==> config.mk <==
export PLATFORM = sky130hd
export DESIGN_NAME = ccff_loader_flat
export DESIGN_NICKNAME = d
export VERILOG_FILES = /design/src/rtl/ccff_loader_pkg.sv /design/src/rtl/ccff_loader_if.sv /design/src/rtl/ccff_loader_ser.sv /design/src/rtl/ccff_loader.sv /design/src/flat_wrapper.sv
export SDC_FILE = /design/constraint.sdc
export NUM_CORES = 1
export LEC_CHECK = 0
export BUFFER_PORTS_ARGS = -buffer_cell sky130_fd_sc_hd__buf_2
export CAP_MARGIN = 20
export CORE_ASPECT_RATIO = 1.2
export CORE_MARGIN = 10
export CORE_UTILIZATION = 60
export DETAILED_ROUTE_END_ITERATION = 10
export GPL_ROUTABILITY_DRIVEN = 0
export PLACE_DENSITY = 0.93
export SYNTH_ARGS = -nofsm -noshare
export SYNTH_HDL_FRONTEND = slang
export SYNTH_SLANG_ARGS = --single-unit
==> constraint.sdc <==
create_clock -name prog_clk -period 4.4 [get_ports prog_clk]
set_input_delay 0.66 -clock prog_clk [delete_from_list [all_inputs] [get_ports prog_clk]]
set_output_delay 0.66 -clock prog_clk [all_outputs]
set_load 0.03 [all_outputs]
==> src/rtl/ccff_loader_pkg.sv <==
// Shared types and helpers for the configuration-chain bitstream loader.
package ccff_loader_pkg;

    typedef enum logic [2:0] {
        ST_IDLE,
        ST_FLUSH,
        ST_MARK,
        ST_LOAD,
        ST_FAIL
    } state_t;

    // Width of a counter that must hold values 0..n inclusive.
    function automatic int cnt_w(input int n);
        return (n < 1) ? 1 : $clog2(n + 1);
    endfunction

endpackage

==> src/rtl/ccff_loader_if.sv <==
// Ready/valid word stream from the on-chip bitstream buffer into the loader.
interface ccff_loader_if #(
    parameter int WORD_W = 4
);
    logic              valid;
    logic              ready;
    logic [WORD_W-1:0] data;

    modport master (output valid, output data, input ready);
    modport slave  (input valid, input data, output ready);
endinterface

==> src/rtl/ccff_loader_ser.sv <==
// Word-to-bit serializer: one holding register in front of a WORD_W-bit shift register.
module ccff_loader_ser #(
    parameter int WORD_W = 4
) (
    input  logic              clk,
    input  logic              rst,
    input  logic              clear,
    input  logic              in_en,
    input  logic              in_valid,
    input  logic [WORD_W-1:0] in_data,
    output logic              in_ready,
    input  logic              bit_ready,
    output logic              bit_valid,
    output logic              bit_data
);

    localparam int CW = $clog2(WORD_W + 1);

    logic [WORD_W-1:0] sreg;
    logic [WORD_W-1:0] hold;
    logic [CW-1:0]     scnt;
    logic              hold_vld;
    logic              accept;

    assign in_ready = in_en && !hold_vld;
    assign accept   = in_valid && in_ready;

    // A word arriving into a fully empty serializer presents its bit 0 the same cycle.
    always_comb begin
        bit_valid = 1'b0;
        bit_data  = 1'b0;
        if (scnt != '0) begin
            bit_valid = 1'b1;
            bit_data  = sreg[0];
        end else if (hold_vld) begin
            bit_valid = 1'b1;
            bit_data  = hold[0];
        end else if (accept) begin
            bit_valid = 1'b1;
            bit_data  = in_data[0];
        end
    end

    always_ff @(posedge clk) begin
        if (rst || clear) begin
            sreg     <= '0;
            hold     <= '0;
            scnt     <= '0;
            hold_vld <= 1'b0;
        end else if (scnt != '0) begin
            if (bit_ready) begin
                sreg <= sreg >> 1;
                scnt <= scnt - 1'b1;
            end
            if (accept) begin
                hold     <= in_data;
                hold_vld <= 1'b1;
            end
        end else if (hold_vld) begin
            if (bit_ready) begin
                sreg     <= hold >> 1;
                scnt     <= CW'(WORD_W - 1);
                hold_vld <= 1'b0;
            end
        end else if (accept) begin
            if (bit_ready) begin
                sreg <= in_data >> 1;
                scnt <= CW'(WORD_W - 1);
            end else begin
                hold     <= in_data;
                hold_vld <= 1'b1;
            end
        end
    end

endmodule

==> src/rtl/ccff_loader.sv <==
// Configuration-chain loader: flush, marker length probe, then serial payload load.
//   state    | meaning
//   IDLE     | waiting for start
//   FLUSH    | shifting CHAIN_LEN zeros into the chain
//   MARK     | marker shifted in, tail must show it exactly CHAIN_LEN shifts later
//   LOAD     | streaming payload bits from the serializer
//   FAIL     | chain length mismatch, flag error and return to IDLE
module ccff_loader
    import ccff_loader_pkg::*;
#(
    parameter int  CHAIN_LEN = 10,
    parameter int  WORD_W    = 4,
    localparam int BW        = cnt_w(CHAIN_LEN)
) (
    input  logic          prog_clk,
    input  logic          prog_reset,
    input  logic          start,
    ccff_loader_if.slave  word,
    output logic          ccff_head,
    output logic          ccff_clk_en,
    input  logic          ccff_tail,
    output logic          busy,
    output logic          done,
    output logic          err_len,
    output logic [BW-1:0] bits_loaded
);

    localparam int            AW  = $clog2(CHAIN_LEN + WORD_W + 1);
    localparam logic [BW-1:0] LEN = BW'(CHAIN_LEN);

    state_t        state;
    logic [BW-1:0] cnt;
    logic [AW-1:0] acc_bits;
    logic          ser_in_ready;
    logic          ser_valid;
    logic          ser_bit;
    logic          take;
    logic          in_en;

    assign take       = (state == ST_LOAD) && (bits_loaded != LEN);
    assign in_en      = (state == ST_LOAD) && (acc_bits < AW'(CHAIN_LEN));
    assign word.ready = ser_in_ready;

    ccff_loader_ser #(.WORD_W(WORD_W)) u_ser (
        .clk       (prog_clk),
        .rst       (prog_reset),
        .clear     (state != ST_LOAD),
        .in_en     (in_en),
        .in_valid  (word.valid),
        .in_data   (word.data),
        .in_ready  (ser_in_ready),
        .bit_ready (take),
        .bit_valid (ser_valid),
        .bit_data  (ser_bit)
    );

    always_ff @(posedge prog_clk) begin
        if (prog_reset) begin
            state       <= ST_IDLE;
            cnt         <= '0;
            acc_bits    <= '0;
            ccff_head   <= 1'b0;
            ccff_clk_en <= 1'b0;
            busy        <= 1'b0;
            done        <= 1'b0;
            err_len     <= 1'b0;
            bits_loaded <= '0;
        end else begin
            done <= 1'b0;
            case (state)
                ST_IDLE: begin
                    if (start) begin
                        state       <= ST_FLUSH;
                        err_len     <= 1'b0;
                        bits_loaded <= '0;
                        acc_bits    <= '0;
                        busy        <= 1'b1;
                        ccff_head   <= 1'b0;
                        ccff_clk_en <= 1'b1;
                        cnt         <= LEN - 1'b1;
                    end
                end
                ST_FLUSH: begin
                    if (cnt == '0) begin
                        state     <= ST_MARK;
                        ccff_head <= 1'b1;
                        cnt       <= LEN;
                    end else begin
                        cnt <= cnt - 1'b1;
                    end
                end
                ST_MARK: begin
                    // cnt == LEN is the marker cycle itself; the tail is not judged there.
                    ccff_head <= 1'b0;
                    if (cnt == '0) begin
                        ccff_clk_en <= 1'b0;
                        if (ccff_tail) begin
                            state <= ST_LOAD;
                        end else begin
                            state   <= ST_FAIL;
                            err_len <= 1'b1;
                            busy    <= 1'b0;
                        end
                    end else if (cnt != LEN && ccff_tail) begin
                        state       <= ST_FAIL;
                        err_len     <= 1'b1;
                        busy        <= 1'b0;
                        ccff_clk_en <= 1'b0;
                    end else begin
                        cnt <= cnt - 1'b1;
                    end
                end
                ST_LOAD: begin
                    if (bits_loaded == LEN) begin
                        state       <= ST_IDLE;
                        done        <= 1'b1;
                        busy        <= 1'b0;
                        ccff_clk_en <= 1'b0;
                    end else if (ser_valid) begin
                        ccff_head   <= ser_bit;
                        ccff_clk_en <= 1'b1;
                        bits_loaded <= bits_loaded + 1'b1;
                    end else begin
                        ccff_clk_en <= 1'b0;
                    end
                    if (word.valid && ser_in_ready) begin
                        acc_bits <= acc_bits + AW'(WORD_W);
                    end
                end
                ST_FAIL: begin
                    state <= ST_IDLE;
                end
                default: begin
                    state <= ST_IDLE;
                end
            endcase
        end
    end

endmodule

==> src/flat_wrapper.sv <==
// flat-port wrapper written by rule: the top's interface ports become plain ports
module ccff_loader_flat import ccff_loader_pkg::*;
#(
    parameter int  CHAIN_LEN = 10,
    parameter int  WORD_W    = 4,
    localparam int BW        = cnt_w(CHAIN_LEN)
)
  (prog_clk, prog_reset, start, ccff_head, ccff_clk_en, ccff_tail, busy, done, err_len, bits_loaded, word_valid, word_data, word_ready);
  ccff_loader_if #(.WORD_W(WORD_W)) word_i ();
  input  logic prog_clk;
  input  logic prog_reset;
  input  logic start;
  output logic ccff_head;
  output logic ccff_clk_en;
  input  logic ccff_tail;
  output logic busy;
  output logic done;
  output logic err_len;
  output logic [BW-1:0] bits_loaded;
  input wire logic [$bits(word_i.valid)-1:0] word_valid;
  input wire logic [$bits(word_i.data)-1:0] word_data;
  output wire logic [$bits(word_i.ready)-1:0] word_ready;
  assign word_i.valid = word_valid;
  assign word_i.data = word_data;
  assign word_ready = word_i.ready;
  ccff_loader #(.CHAIN_LEN(CHAIN_LEN), .WORD_W(WORD_W)) u_core (.prog_clk(prog_clk), .prog_reset(prog_reset), .start(start), .word(word_i), .ccff_head(ccff_head), .ccff_clk_en(ccff_clk_en), .ccff_tail(ccff_tail), .busy(busy), .done(done), .err_len(err_len), .bits_loaded(bits_loaded));
endmodule
==> results_dict.tcl <==
set metrics [dict create \
    outcome "complete, no violations" \
    slowest_delay_ps 640 \
    vias 1428 \
    r2r_end "u_core.bits_loaded[3]$_SDFFE_PP0P_" \
    min_to "u_core.u_ser.sreg[0]$_SDFFE_PP0P_" \
    gr-total-overflow 0 \
    numCtsBuffers 5 \
    antenna_left 0 \
    fp.dieH_um 76.6 \
    start_util_pct 62.8 \
    hold_viol 0 \
    antenna_found_initial 0 \
    ys_warn_count 0 \
    syn_to_final_growth_pct 10.1 \
    drc 0 \
    met3WireLength_um 227 \
    avgRoutedWirePerCell_um 14.7 \
    crit_type "register to output port" \
    dr.pass1.iters 4 \
    p_leak_nw 0.718 \
    clk_path_buf_depth 2 \
    cts_hold_buf 0 \
    portBuffers 18 \
    hold_class "register to register" \
    grt_pass1_wl_mm 6.19 \
    met2_length_mm 1.86 \
    num-nets-final 230 \
    post-route-period-util_pct 53.8 \
    final_cells 246 \
    synth.avg_cell_area_um2 8.23 \
    synth_seq_cells 29 \
    fp.dieArea_mm2 0.00515 \
    die_w_um 67.2 \
    critPathLaunchType "register" \
    crit_path_top_delay_cell "dfxtp_1" \
    dp_hpwl_mm 2.66 \
    crit_start "u_core.state[1]$_SDFFE_PP0P_" \
    ios 19 \
    syn_inst 195 \
    p_int_mw 0.491 \
    critical_path_arrival_ps 1710 \
    min_from "u_core.u_ser.sreg[0]$_SDFFE_PP0P_" \
    pwr-share-clk_pct 24.2 \
    drtIter0Drc 66 \
    viasPerCell 5.80 \
    first_global_vias 1373 \
    final_cell_mix "29 x dfxtp_1, 21 x nor2_1, 20 x nand2_1" \
    relSlewSlack_pct 45.3 \
    period_needed_ps 2370 \
    path_max_fanout 17 \
    h-tree-depth 2 \
    cts_root_buf "clkbuf_4" \
    hold_depth 2 \
    p_seq_share_pct 42.0 \
    tightest_slew_ps 818 \
    dominantRegCellSynth "dfxtp_1" \
    synth_area_mm2 0.00160 \
    switchingPower_mw 0.286 \
    rows 20 \
    max_freq_mhz 422 \
    insertedDiodeCount 0 \
    fin_total_pwr_mw 0.777 \
    clock_skew_ps 5.38 \
    crit_chain "nand3_1 -> nor3_1 -> buf_2" \
    tns_ps 0 \
    routed_wl_mm 3.63 \
    finalSetupViolations 0 \
    combPwrFrac_pct 33.8 \
    rrSetupSlack_ps 2220 \
    final_common_cell "dfxtp_1" \
    ir_drop_mv 0.415 \
    rsz0062_at_grt "no" \
    drive_gt1_share_pct 15.5 \
    highest_layer "met4" \
    power_density_mw_per_mm2 440 \
    yosysSeqAreaShare_pct 36.2 \
    slew_violations 0 \
    timing.final.ws_setup_ps 2030 \
    place_inst 238 \
    worstSkewPairLatency_ps 340 \
    met1Wirelength_mm 1.47 \
    switching_share_pct 36.8 \
    worstPathRequired_ps 3740 \
    end_kind "output port" \
    drv_cap 0 \
    r2r_start "u_core.u_ser.scnt[0]$_SDFFE_PP0P_" \
    grt_use_total_pct 15.1 \
    cts_tree "yes" \
    synth_nets 213 \
    clkTransAtPathRegs_ps 90 \
    clock-sinks 29 \
    post-route-util_pct 69.2 \
    grt_max_degree 18 \
    rr_worst_depth 7 \
    dp_slack_ps 2240 \
    cts_resized 0 \
    cts_setup_buffers 0 \
    synth-edff-count 0 \
    ys_types 44 \
    coreArea_mm2 0.00255 \
    synthArstFlopShare_pct 0 \
]
## state kept, by name (all words and copies together), names as in the netlist
register               count
u_core.ccff_clk_en         1
u_core.ccff_head           1
u_core.u_ser.hold_vld      1
u_core.state               3
u_core.u_ser.hold          4
u_core.acc_bits            2
u_core.done                1
u_core.bits_loaded         4
u_core.u_ser.sreg          3
u_core.u_ser.scnt          3
u_core.cnt                 4
u_core.busy                1
u_core.err_len             1
## logic make-up after synthesis
kind of cell | synth area share (%)
AND/OR/NAND/NOR | 26.1
buffers and inverters | 5.23
flip-flops | 36.2
multiplexers | 6.32
adder cells (fa/ha/maj) | 7.02
AO/OA/AOI/OAI | 19.2
## area by class of cell
type                    instances  area [µm²]
flip-flops and latches         29         581
well taps                      33        41.3
inverters                      12        45.0
multi-input cells             146         940
clock inverters                 1        5.00
repair buffers                 18        90.1
clock buffers                   7        65.1
fillers                       233         786
## critical path, delay by kind of cell, from the launching register on
family | cells | cell delay [ps]
buf+inv | 1 | 230
flops | 1 | 640
simple gates | 2 | 500
## worst max path at each step
stage,cells after the start,endpoint
2_1_floorplan,3,word_ready
3_3_place_gp,6,u_core.bits_loaded[1]$_SDFFE_PP0P_
3_5_place_dp,7,u_core.bits_loaded[3]$_SDFFE_PP0P_
4_1_cts,3,word_ready
5_1_grt,3,word_ready
6_report,3,word_ready
## synthesized netlist by cell type, types with 2 or more instances
library cell,count,area share [%]
or2_2,2,0.78
nand3b_1,3,1.4
o21a_1,2,0.94
nor2_1,21,4.9
or3_1,4,1.6
o21bai_1,2,0.94
o21ai_0,5,1.6
nor2b_1,3,1.2
inv_1,12,2.8
nand2b_1,4,1.6
dfxtp_1,29,36
nand2_1,20,4.7
mux2i_1,9,5.6
or4_1,3,1.4
and2_1,2,0.78
a211oi_1,3,1.4
a21oi_1,16,5.0
ha_1,9,7.0
nor3b_1,2,0.94
a221oi_1,2,1.1
buf_4,2,0.94
clkbuf_1,5,1.2
nand3_1,4,1.2
nor3_1,7,2.2
a31oi_1,3,1.2
o211ai_1,3,1.4
## through the flow
step	hold WS, ps	area [µm²]
after CTS	471	1770
after floorplan	432	1600
after global placement	447	1700
after detailed placement	457	1700
after global routing	506	1770
final	470	1770
## per-layer routing
metal  track usage (%)  vias up
met3              5.44        7
met4              6.17        0
li1                  -      729
met1              15.4      657
met2              26.4       35
met5                 0        -
## power by group through the flow
stage / Clock [mW] / Combinational (mW) / Sequential [mW]
final: 0.188 / 0.262 / 0.326
after global routing: 0.200 / 0.296 / 0.331
after CTS: 0.191 / 0.262 / 0.325
after detailed placement: 0 / 0.260 / 0.332
after global placement: 0 / 0.250 / 0.332
after floorplan: 0 / 0.203 / 0.330
Power figures use the tool's default switching activity.
